### src/rtl/fp_add_scheduler.sv
// fp_add_scheduler: round-robin arbiter in front of a single, non-pipelined
// FP adder datapath. One operation is in flight at a time. Each result is
// captured after the datapath latency (shortened when the datapath flags
// special operands) and returned tagged with the requester index.
module fp_add_scheduler #(
    parameter int NUM_REQ        = 4,
    parameter int ALU_LATENCY    = 3,
    parameter int BYPASS_LATENCY = 1,
    parameter int ID_W           = $clog2(NUM_REQ)
) (
    input  logic                    clk,
    input  logic                    reset_n,
    input  logic [NUM_REQ-1:0]      req_valid,
    output logic [NUM_REQ-1:0]      req_ready,
    input  logic [NUM_REQ*32-1:0]   req_a,
    input  logic [NUM_REQ*32-1:0]   req_b,
    output logic                    dp_start,
    output logic [31:0]             dp_a,
    output logic [31:0]             dp_b,
    input  logic                    dp_bypass,
    input  logic [31:0]             dp_result,
    output logic                    resp_valid,
    input  logic                    resp_ready,
    output logic [31:0]             resp_data,
    output logic [ID_W-1:0]         resp_id,
    output logic                    busy,
    output logic [15:0]             ops_done
);

    localparam logic [1:0] S_IDLE = 2'd0;
    localparam logic [1:0] S_EXEC = 2'd1;
    localparam logic [1:0] S_WAIT = 2'd2;
    localparam logic [1:0] S_RESP = 2'd3;

    // WAIT counts down from latency-1; the capture happens in the cycle the
    // counter reads zero, so the result is taken exactly latency cycles after
    // the dp_start cycle.
    localparam logic [3:0] ALU_LOAD    = 4'(ALU_LATENCY - 1);
    localparam logic [3:0] BYPASS_LOAD = 4'(BYPASS_LATENCY - 1);

    logic [1:0]      state_q, state_d;
    logic [ID_W-1:0] rr_q, rr_d;
    logic [3:0]      lat_q, lat_d;
    logic [31:0]     dp_a_q, dp_a_d;
    logic [31:0]     dp_b_q, dp_b_d;
    logic [31:0]     data_q, data_d;
    logic [ID_W-1:0] id_q, id_d;
    logic [15:0]     ops_q, ops_d;

    logic [31:0]     a_arr [NUM_REQ];
    logic [31:0]     b_arr [NUM_REQ];
    logic            grant_any;
    logic [ID_W-1:0] grant_idx;
    logic [NUM_REQ-1:0] grant_vec;

    // Split the flat operand buses into per-requester words.
    for (genvar gi = 0; gi < NUM_REQ; gi++) begin : g_unpack
        assign a_arr[gi] = req_a[gi*32 +: 32];
        assign b_arr[gi] = req_b[gi*32 +: 32];
    end

    // Round-robin search starting at rr_q; only grants in IDLE and out of reset.
    always_comb begin
        int idx;
        idx       = 0;
        grant_any = 1'b0;
        grant_idx = '0;
        grant_vec = '0;
        if (state_q == S_IDLE && reset_n) begin
            for (int k = 0; k < NUM_REQ; k++) begin
                idx = int'(rr_q) + k;
                if (idx >= NUM_REQ) idx = idx - NUM_REQ;
                if (!grant_any && req_valid[idx]) begin
                    grant_any = 1'b1;
                    grant_idx = ID_W'(idx);
                end
            end
        end
        if (grant_any) grant_vec[grant_idx] = 1'b1;
    end

    // Next-state logic for the issue / wait / respond sequence.
    always_comb begin
        state_d = state_q;
        rr_d    = rr_q;
        lat_d   = lat_q;
        dp_a_d  = dp_a_q;
        dp_b_d  = dp_b_q;
        data_d  = data_q;
        id_d    = id_q;
        ops_d   = ops_q;
        case (state_q)
            S_IDLE: begin
                if (grant_any) begin
                    dp_a_d  = a_arr[grant_idx];
                    dp_b_d  = b_arr[grant_idx];
                    id_d    = grant_idx;
                    // The winner drops to lowest priority for the next round.
                    if (int'(grant_idx) == NUM_REQ - 1) rr_d = '0;
                    else                                rr_d = grant_idx + 1'b1;
                    state_d = S_EXEC;
                end
            end
            S_EXEC: begin
                lat_d   = dp_bypass ? BYPASS_LOAD : ALU_LOAD;
                state_d = S_WAIT;
            end
            S_WAIT: begin
                if (lat_q == 4'd0) begin
                    data_d  = dp_result;
                    state_d = S_RESP;
                end else begin
                    lat_d = lat_q - 4'd1;
                end
            end
            default: begin
                if (resp_ready) begin
                    ops_d   = ops_q + 16'd1;
                    state_d = S_IDLE;
                end
            end
        endcase
    end

    // State registers; reset discards any in-flight operation.
    always_ff @(posedge clk) begin
        if (!reset_n) begin
            state_q <= S_IDLE;
            rr_q    <= '0;
            lat_q   <= '0;
            dp_a_q  <= '0;
            dp_b_q  <= '0;
            data_q  <= '0;
            id_q    <= '0;
            ops_q   <= '0;
        end else begin
            state_q <= state_d;
            rr_q    <= rr_d;
            lat_q   <= lat_d;
            dp_a_q  <= dp_a_d;
            dp_b_q  <= dp_b_d;
            data_q  <= data_d;
            id_q    <= id_d;
            ops_q   <= ops_d;
        end
    end

    assign req_ready  = grant_vec;
    assign dp_start   = (state_q == S_EXEC) && reset_n;
    assign dp_a       = dp_a_q;
    assign dp_b       = dp_b_q;
    assign resp_valid = (state_q == S_RESP);
    assign resp_data  = data_q;
    assign resp_id    = id_q;
    assign busy       = (state_q != S_IDLE);
    assign ops_done   = ops_q;

endmodule

### config.mk
export PLATFORM = sky130hd
export DESIGN_NAME = fp_add_scheduler
export DESIGN_NICKNAME = d
export VERILOG_FILES = /design/src/rtl/fp_add_scheduler.sv
export SDC_FILE = /design/constraint.sdc
export NUM_CORES = 1
export LEC_CHECK = 0
export ABC_AREA = 0
export CAP_MARGIN = 15
export CORE_AREA = 5 5 161 163
export DETAILED_ROUTE_END_ITERATION = 12
export DIE_AREA = 0 0 166 168
export GPL_TIMING_DRIVEN = 0
export PLACE_DENSITY = 0.75
export SLEW_MARGIN = 0
export SYNTH_ARGS = -nofsm -noshare
export SYNTH_HDL_FRONTEND = slang
export SYNTH_SLANG_ARGS = --single-unit
export TNS_END_PERCENT = 1
### constraint.sdc
create_clock -name clk -period 3.1 [get_ports clk]
set_input_delay 0.465 -clock clk [delete_from_list [all_inputs] [get_ports clk]]
set_output_delay 0.465 -clock clk [all_outputs]
set_load 0.005 [all_outputs]
### Word level (Yosys, flattened, before mapping)

Cells that the tools add are included.

* word-level logic and storage cells: 108
* bits of input ports: 296
* output and inout port bits: 121
* register bits after elaboration: 122

* equality and inequality tests: 7
* muxes and demuxes: 50
* reductions and logical operators: 20
* $lt $le $gt $ge: 11
* bitwise logic cells: 2
* $add $sub $neg: 10

Operators by type and width (count)
* 32-bit 2-to-1 mux: 12
* 32-bit binary-select mux with 2-bit select: 2
* 32-bit by 4-bit < comparator with 1-bit output, second input constant: 4
* 2-bit 2-to-1 mux: 10
* 1-bit 2-to-1 mux: 17
* 16-bit by 1-bit adder with 16-bit output, second input constant: 1
* 3-bit >= comparator, second input constant: 4
* 3-bit by 3-bit subtractor with 4-bit output, second input constant: 3
* 1-bit binary-select mux with 2-bit select: 4
* 4-bit 2-to-1 mux: 2
* 4-bit one-hot mux with 2 select lines: 1
* 2-bit AND reduction: 4
* 2-bit by 2-bit adder with 3-bit output, second input constant: 2
* 1-bit logical AND: 6
* 2-bit inequality test, second input constant: 3
* 2-bit one-hot mux with 3 select lines: 1
* 2-bit by 1-bit == test with 1-bit output, second input constant: 2
* 2-bit == test, second input constant: 2
* 4-bit logical NOT: 1
* 2-bit nonzero test: 2
* 4-bit nonzero test: 1
* 2-bit by 3-bit subtractor with 4-bit output, second input constant: 1
* 4-bit by 1-bit subtractor with 4-bit output, second input constant: 1
* 2-bit by 1-bit adder with 3-bit output, second input constant: 1
* 11 further kinds: 13

### Depth between registers and ports, before layout

* word-level depth: 25
* mapped depth: 10
* mapped depth without buffers: 8

### Worst setup path after synthesis

Ideal clock, no wire load.

* kind: register -> output
* start point: register state_q[0]
* end point: output req_ready[2]
* slack: 782 ps
* required time: 2635 ps
* arrival: 1853 ps
* cell stages (with the launch flop): 10
* path through: dfxtp_1 -> inv_1 -> ha_1 -> and2_1 -> buf_2 -> nand3_1 -> clkbuf_1 -> inv_1 -> ha_1 -> and3_1

* word-level cells in the longest chain between the ends: 8
* elaborated cells between the ends (all ways): 10

Ends and longest elaborated chain
* start: declaration: RTL line 41 `logic [1:0] state_q, state_d;`
* start signal: assignment: RTL line 137 `state_q <= state_d;`
* 2-bit logical NOT (*): RTL line 69 `if (state_q == S_IDLE && reset_n) begin`
* 1-bit logical AND (*): RTL line 69
* 2-bit 2-to-1 mux (*): RTL line 69
* net grant_idx[1]: RTL line 53 `logic [ID_W-1:0] grant_idx;`
* 2-bit by 3-bit < comparator with 1-bit output (not written as such) or 2-bit by 1-bit >= comparator with 1-bit output (tied branches): RTL line 79 `if (grant_any) grant_vec[grant_idx] = 1'b1;`
* 1-bit logical AND (not written as such): RTL line 79
* 1-bit 2-to-1 mux (not written as such): RTL line 79
* 1-bit demux with 2-bit select (*): RTL line 79
* 4-bit 2-to-1 mux (*): RTL line 79
* end: declaration: RTL line 14 `output logic [NUM_REQ-1:0] req_ready,`

The timed path passes the listed nets; every way through them passes the cells marked *.

### Worst setup path after layout

* start point: input req_valid[2]
* end point: output req_ready[2]

* word-level cells in the longest chain between the ends: 22
* elaborated cells between the ends (all ways): 37

Ends and longest elaborated chain
* start: declaration: RTL line 13 `input logic [NUM_REQ-1:0] req_valid,`
* 1-bit binary-select mux with 2-bit select: RTL line 73 `if (!grant_any && req_valid[idx]) begin`
* 1-bit 2-to-1 mux (not written as such) (2 in a row): RTL line 73
* 1-bit 2-to-1 mux: RTL line 73
* 1-bit 2-to-1 mux: RTL line 69
* 1-bit logical NOT: RTL line 73
* 1-bit logical AND: RTL line 73
* 1-bit 2-to-1 mux: RTL line 73
* 1-bit 2-to-1 mux: RTL line 69
* [6 not listed]
* 2-bit 2-to-1 mux (*): RTL line 73
* 2-bit 2-to-1 mux (*): RTL line 69
* net grant_idx[1]: RTL line 53
* 2-bit by 3-bit < comparator with 1-bit output (not written as such) or 2-bit by 1-bit >= comparator with 1-bit output (tied branches): RTL line 79
* 1-bit logical AND (not written as such): RTL line 79
* 1-bit 2-to-1 mux (not written as such): RTL line 79
* 1-bit demux with 2-bit select (*): RTL line 79
* 4-bit 2-to-1 mux (*): RTL line 79

The timed path passes the listed nets; every way through them passes the cells marked *. The select of a mux whose other input is x is not followed.

==> impl_results.md <==
* R2R Setup Slk at 0.77 ns
* Die Ht at 168 um
* Syn_nets at 1260
* N_diodes at 0
* Flops & latches, synth at 122
* Worst min path class: flop to flop
* Post-synth ARST share at 0%
* CP Class: input pin to output pin
* Final Power at 9500 uW
* Share of the synthesized area in the top cell type at 32.4%
* Placed Cells incl. Taps at 1691
* Die area at 27900 sq um
* Top Ports at 417
* Relative slew slack at 49.1%
* Gpl congestion at 0.922
* CTS clock-pin slew for the worst setup and hold paths at 0.06 ns
* Seq/Total Area, Yosys at 32.4%
* Vias in the first global route at 9060
* Ratio of cells with drive above 1 in the final layout at 7.62%
* Antenna violations before repair at 1
* Maxcap violations at 0
* Number of cell rows at 57
* CTS HTree Levels at 4
* Hold Crit Depth at 2
* Critical Path RT at 2.63 ns
* Non-filler cells, final at 1729
* Syn avg cell area at 7.91 sq um
* Worst Setup Start Kind: input pin
* Worst setup margin at 0.152 ns
* Clock skew at 0.00983 ns
* Worst-margin pin slew at 0.763 ns
* Fmax at 0.339 GHz
* NumNets Final at 1700
* Synth-to-layout area growth at 69.9%
* CTS Buf Count at 17
* Critical Path End Type: output pin
* Number of I/O port buffers at 415
* Total track usage at 24.0%
* Drt first pass iters at 5
* DP HPWL at 28.6 mm
* Sink Count at 122
* Ys Warns at 0
* Bufs on Longest Clock Path at 2
* CORE AREA at 24200 sq um
* Final setup fails at 0
* First-pass GRT wire length at 53.0 mm
* Crit path max fanout at 8
* Clock latency on the worst-skew pair at 0.41 ns
* P per Cell Area at 743 nW/um^2
* RSZ-0062 raised after global routing: false
* Ranking of synthesized cells by area: dfxtp_1 32%, nand3_1 5.8%, nand2_1 5.8%, nand4_1 4.2%, mux2i_1 4.1%
* Initial Utilization at 31.1%
* Mapped Area at 7530 sq um
* Final Util at 52.9%
* Reg2reg path depth at 8
* Max VDD drop at 0.408 mV
* Final Hold Viols at 0
* Crit path time final at 2.95 ns
* Final Cycle Share at 95.1%
* Pins over their slew limit at 0
* Mapped Cells at 952
* Leading cell types by count after synthesis: 122 x dfxtp_1, 116 x nand2_1, 87 x nand3_1
* Pre-CTS WS at -0.522 ns
* CTS tree: built
* Most common cell in the netlist: dfxtp_1
* Area leader, netlist: dfxtp_1
* Worst Path Arrival at 2.48 ns
* DRT iter0 DRCs at 663
* Clock root buffer master: clkbuf_16
* Largest net degree at the start of global routing at 17
* Lkg Pwr at 0.00474 uW
* Vias at 9324
* Routed WL per cell at 20.8 um
* Post-synth top flop: dfxtp_1
* Die X at 166 um
* ANT nets after route at 0
* Vias/cell at 5.39
* Final WL at 35.9 mm
* DR DRC count at 0
* Count of cell types in the netlist at 51
* Number of synthesized flops with an enable pin at 0
* Grt total ovfl at 0
* Status: complete, no violations
[cells in the final DEF (no fill, tap or decap), drive strengths merged, types with 4 or more instances in the layout]
cell type	synthesis	routed
clkdlybuf4s50	0	410
dfxtp	122	122
nand2	122	122
nand3	87	87
clkbuf	57	77
o21ai	59	59
buf	53	57
nand4	51	51
a21boi	38	38
mux2i	31	31
nor2b	28	28
and3	27	27
a21oi	26	26
nand4b	24	24
a31oi	24	24
a22o	24	24
a211oi	24	24
nor4	23	23
o32ai	23	23
and2	18	18
inv	12	14
o221ai	13	13
ha	12	12
nor2	10	10
xnor2	9	9
clkinv	0	6
a21o	5	5
o211ai	5	5
nand2b	4	4
dlymetal6s2s	0	4
[per-stage QoR]
| step | setup TNS [ns] | hold slack, ns | instance area (sq um) |
|---|---|---|---|
| floorplan | 0 | 0.439 | 7530 |
| global placement | -1.99 | 0.430 | 12100 |
| detailed placement | -1.99 | 0.436 | 12100 |
| CTS | 0 | 0.449 | 12700 |
| global route | 0 | 0.480 | 12800 |
| finish | 0 | 0.445 | 12800 |
[worst max-delay path: stages]
cell and delay, ns:
clkdlybuf4s50_1 0.52, nand2b_1 0.08, buf_6 0.14, o211ai_4 0.24, nand3_4 0.12, inv_1 0.09, ha_1 0.13, and3_1 0.13
clkdlybuf4s50_1 0.55
[flip-flops by register name, indices dropped and copies added, names as in the netlist]
register   flops
dp_a          32
dp_b          32
lat_q          4
ops_done      16
resp_data     32
resp_id        2
rr_q           2
state_q        2
[logic make-up (layout without fill, tap and decap cells)]
| logic type | after synthesis | after routing | synth area share (%) |
|---|---|---|---|
| AND/OR/NAND/NOR | 410 | 410 | 29.6 |
| XOR/XNOR | 12 | 12 | 1.40 |
| AO/OA/AOI/OAI | 243 | 243 | 22.5 |
| adder cells (fa/ha/maj) | 12 | 12 | 1.99 |
| buffers and inverters | 122 | 575 | 7.96 |
| flip-flops | 122 | 122 | 32.4 |
| multiplexers | 31 | 31 | 4.12 |
[report_power, final]
part           switching (uW)  internal (uW)
registers                 324           2110
clock network             805           1270
logic                    2560           2430
[routing by layer]
layer  vias to the layer above  track usage (%)  share of wire, %
li1                       4423                -                 -
met1                      4361             29.6                41
met2                       472             41.7                49
met3                        68             5.06               7.2
met4                         0             8.43               3.1
met5                         -                0                 0
[cell type report]
type	instances	area [sq um]
flip-flops and latches	122	2440
well taps	324	405
inverters	12	52.6
plain buffers	108	551
clock inverters	14	171
fillers	2263	11400
clock buffers	18	429
repair buffers	423	4220
multi-input cells	708	4520
[what timing repair did]
item / 4_1_cts / 5_1_grt
gates resized for setup: 9 / 10
buffers inserted: 6 / 2
hold buffers: 0 / 0
pin swaps: 4 / 3
setup endpoints to repair: 4 / 4
[final timing paths]
kind                              to                     from
max                     req_ready[2]             req_valid[2]
min reg2reg  resp_id[1]$_SDFFE_PN0P_  resp_id[1]$_SDFFE_PN0P_
max reg2reg    dp_b[13]$_SDFFE_PN0P_     rr_q[0]$_SDFFE_PN0P_
min          resp_id[1]$_SDFFE_PN0P_  resp_id[1]$_SDFFE_PN0P_
Note: power is estimated with default switching activity, not from simulation.
==> variant, RTL diff (config.mk and constraints unchanged) <==
Set the parameter `NUM_REQ` to 2 (it was 4).
--- a/src/rtl/fp_add_scheduler.sv
+++ b/src/rtl/fp_add_scheduler.sv
@@ -4,5 +4,5 @@
 // special operands) and returned tagged with the requester index.
 module fp_add_scheduler #(
-    parameter int NUM_REQ        = 4,
+    parameter int NUM_REQ        = 2,
     parameter int ALU_LATENCY    = 3,
     parameter int BYPASS_LATENCY = 1,
Interface: changed (5 resized); port bits go from 417 to 284. No check against the original RTL was run, so the function may have changed too.
==> variant against the original RTL <==
Cell area fell by 33%. Sequential cell count shrank 2. Critical path depth fell by 4. Setup slack improved by 29 ps. Sequential share of layout area grew 8.8 points. Wire length is 46% lower. Area after synthesis shrank 36%. Total power down 39%. Largest cell class unchanged. Largest power group is now registers.
==> variant: results <==
metrics = {
    "power": {
        "vdd_drop_max_v": 0.000305,
        "power.switching_mw": 1.72,
    },
    "critical_path": {
        "endpoint": "dp_start",
        "r2r_end": "dp_a[13]",
        "cp_data_arrival_time_ps": 2450,
        "r2r-start": "state_q[0]",
        "critPathMaxStageDelay_ps": 650,
        "cp-startpoint": "reset_n",
    },
    "drt": {
        "num_vias": 5182,
        "firstDrtPassIters": 7,
        "routedWlPerCell_um": 16.5,
        "via_per_inst": 4.44,
    },
    "logic_synthesis": {
        "netlist_top_cells_count": "dfxtp_1 (120), nand2_1 (74), nor2_1 (56)",
        "synthArstFlopShare_pct": 0,
        "synth_area_leaders": "dfxtp_1 (50%), a222oi_1 (7.7%), mux2i_1 (6.7%)",
        "netlist_instances": 530,
        "synthesis.nets": 703,
        "ys_types": 34,
        "seq_area_frac_synth_pct": 50.1,
    },
    "global_routing": {
        "grt_usage_pct": 13.1,
        "grt_pass1_wl_mm": 28.8,
        "grt_pass1_vias": 5143,
        "grt_max_degree": 20,
    },
    "outcome": {
        "status": "completed",
    },
    "timing": {
        "tightestPinTransition_ps": 731,
        "period_needed_ps": 2920,
        "clock_skew_ps": 6.20,
    },
    "place": {
        "dpl_cell_area_mm2": 0.00803,
        "port_buffers": 283,
        "hpwl_mm": 14.8,
        "dp_cells": 1137,
        "pre_cts_ws_ps": -245,
        "gp_congestion": 0.793,
    },
    "clocking": {
        "postCtsResizedCells": 3,
        "cts_setup_buffers": 0,
    },
    "finish": {
        "final_nets": 1005,
        "layout-drive-gt1-share_pct": 5.69,
    },
}
## variant: cell count changes after synthesis, sizes merged, moves of 25 or more
cell,delta
o21ai,-27
buf,-33
a222oi,+37
nand4,-46
and3,-25
nor2,+46
a21boi,-38
clkbuf,-34
nand3,-53
nand2,-48
## variant: worst min path at each step
| stage | depth (start not counted) | start | end | slack, ps |
|---|---|---|---|---|
| after floorplan | 2 | resp_data[0] | resp_data[0] | 450 |
| after global placement | 2 | resp_data[21] | resp_data[21] | 440 |
| after detailed placement | 2 | resp_data[6] | resp_data[6] | 450 |
| after CTS | 2 | resp_data[6] | resp_data[6] | 450 |
| after global routing | 2 | resp_data[4] | resp_data[4] | 470 |
| final | 2 | resp_data[31] | resp_data[31] | 450 |
## variant: logic make-up (layout without fill, tap and decap cells)
family	count (synthesis)	after routing	synth area share (%)
buf+inv	50	364	4.62
mux	33	33	6.91
compound gates	112	112	16.5
flops	120	120	50.1
xor+xnor	11	11	2.01
simple gates	197	197	18.1
fa+ha+maj	7	7	1.83
## variant: power by group through the flow
stage          Sequential (mW)  Combinational (mW)  Clock, mW
6_report                  2.00                1.83       1.98
5_1_grt                   2.04                2.00       2.10
4_1_cts                   2.00                1.85       2.03
3_5_place_dp              2.03                1.85          0
3_3_place_gp              2.02                1.82          0
2_1_floorplan             2.04               0.738          0
## variant: routing by layer
metal	global-route usage, %	part of all wire (%)
met5	0	0.036
met4	3.84	1.9
met3	4.78	7.0
met2	22.1	48
met1	15.7	43
## variant: cell type report
cell class / instances / area, um^2
fill: 2444 / 15600
timing repair buffer: 284 / 2840
sequential: 120 / 2400
multi-input combinational: 360 / 2170
clock buffer: 23 / 488
tap: 324 / 405
buffer: 42 / 195
clock inverter: 8 / 95.1
inverter: 7 / 26.3
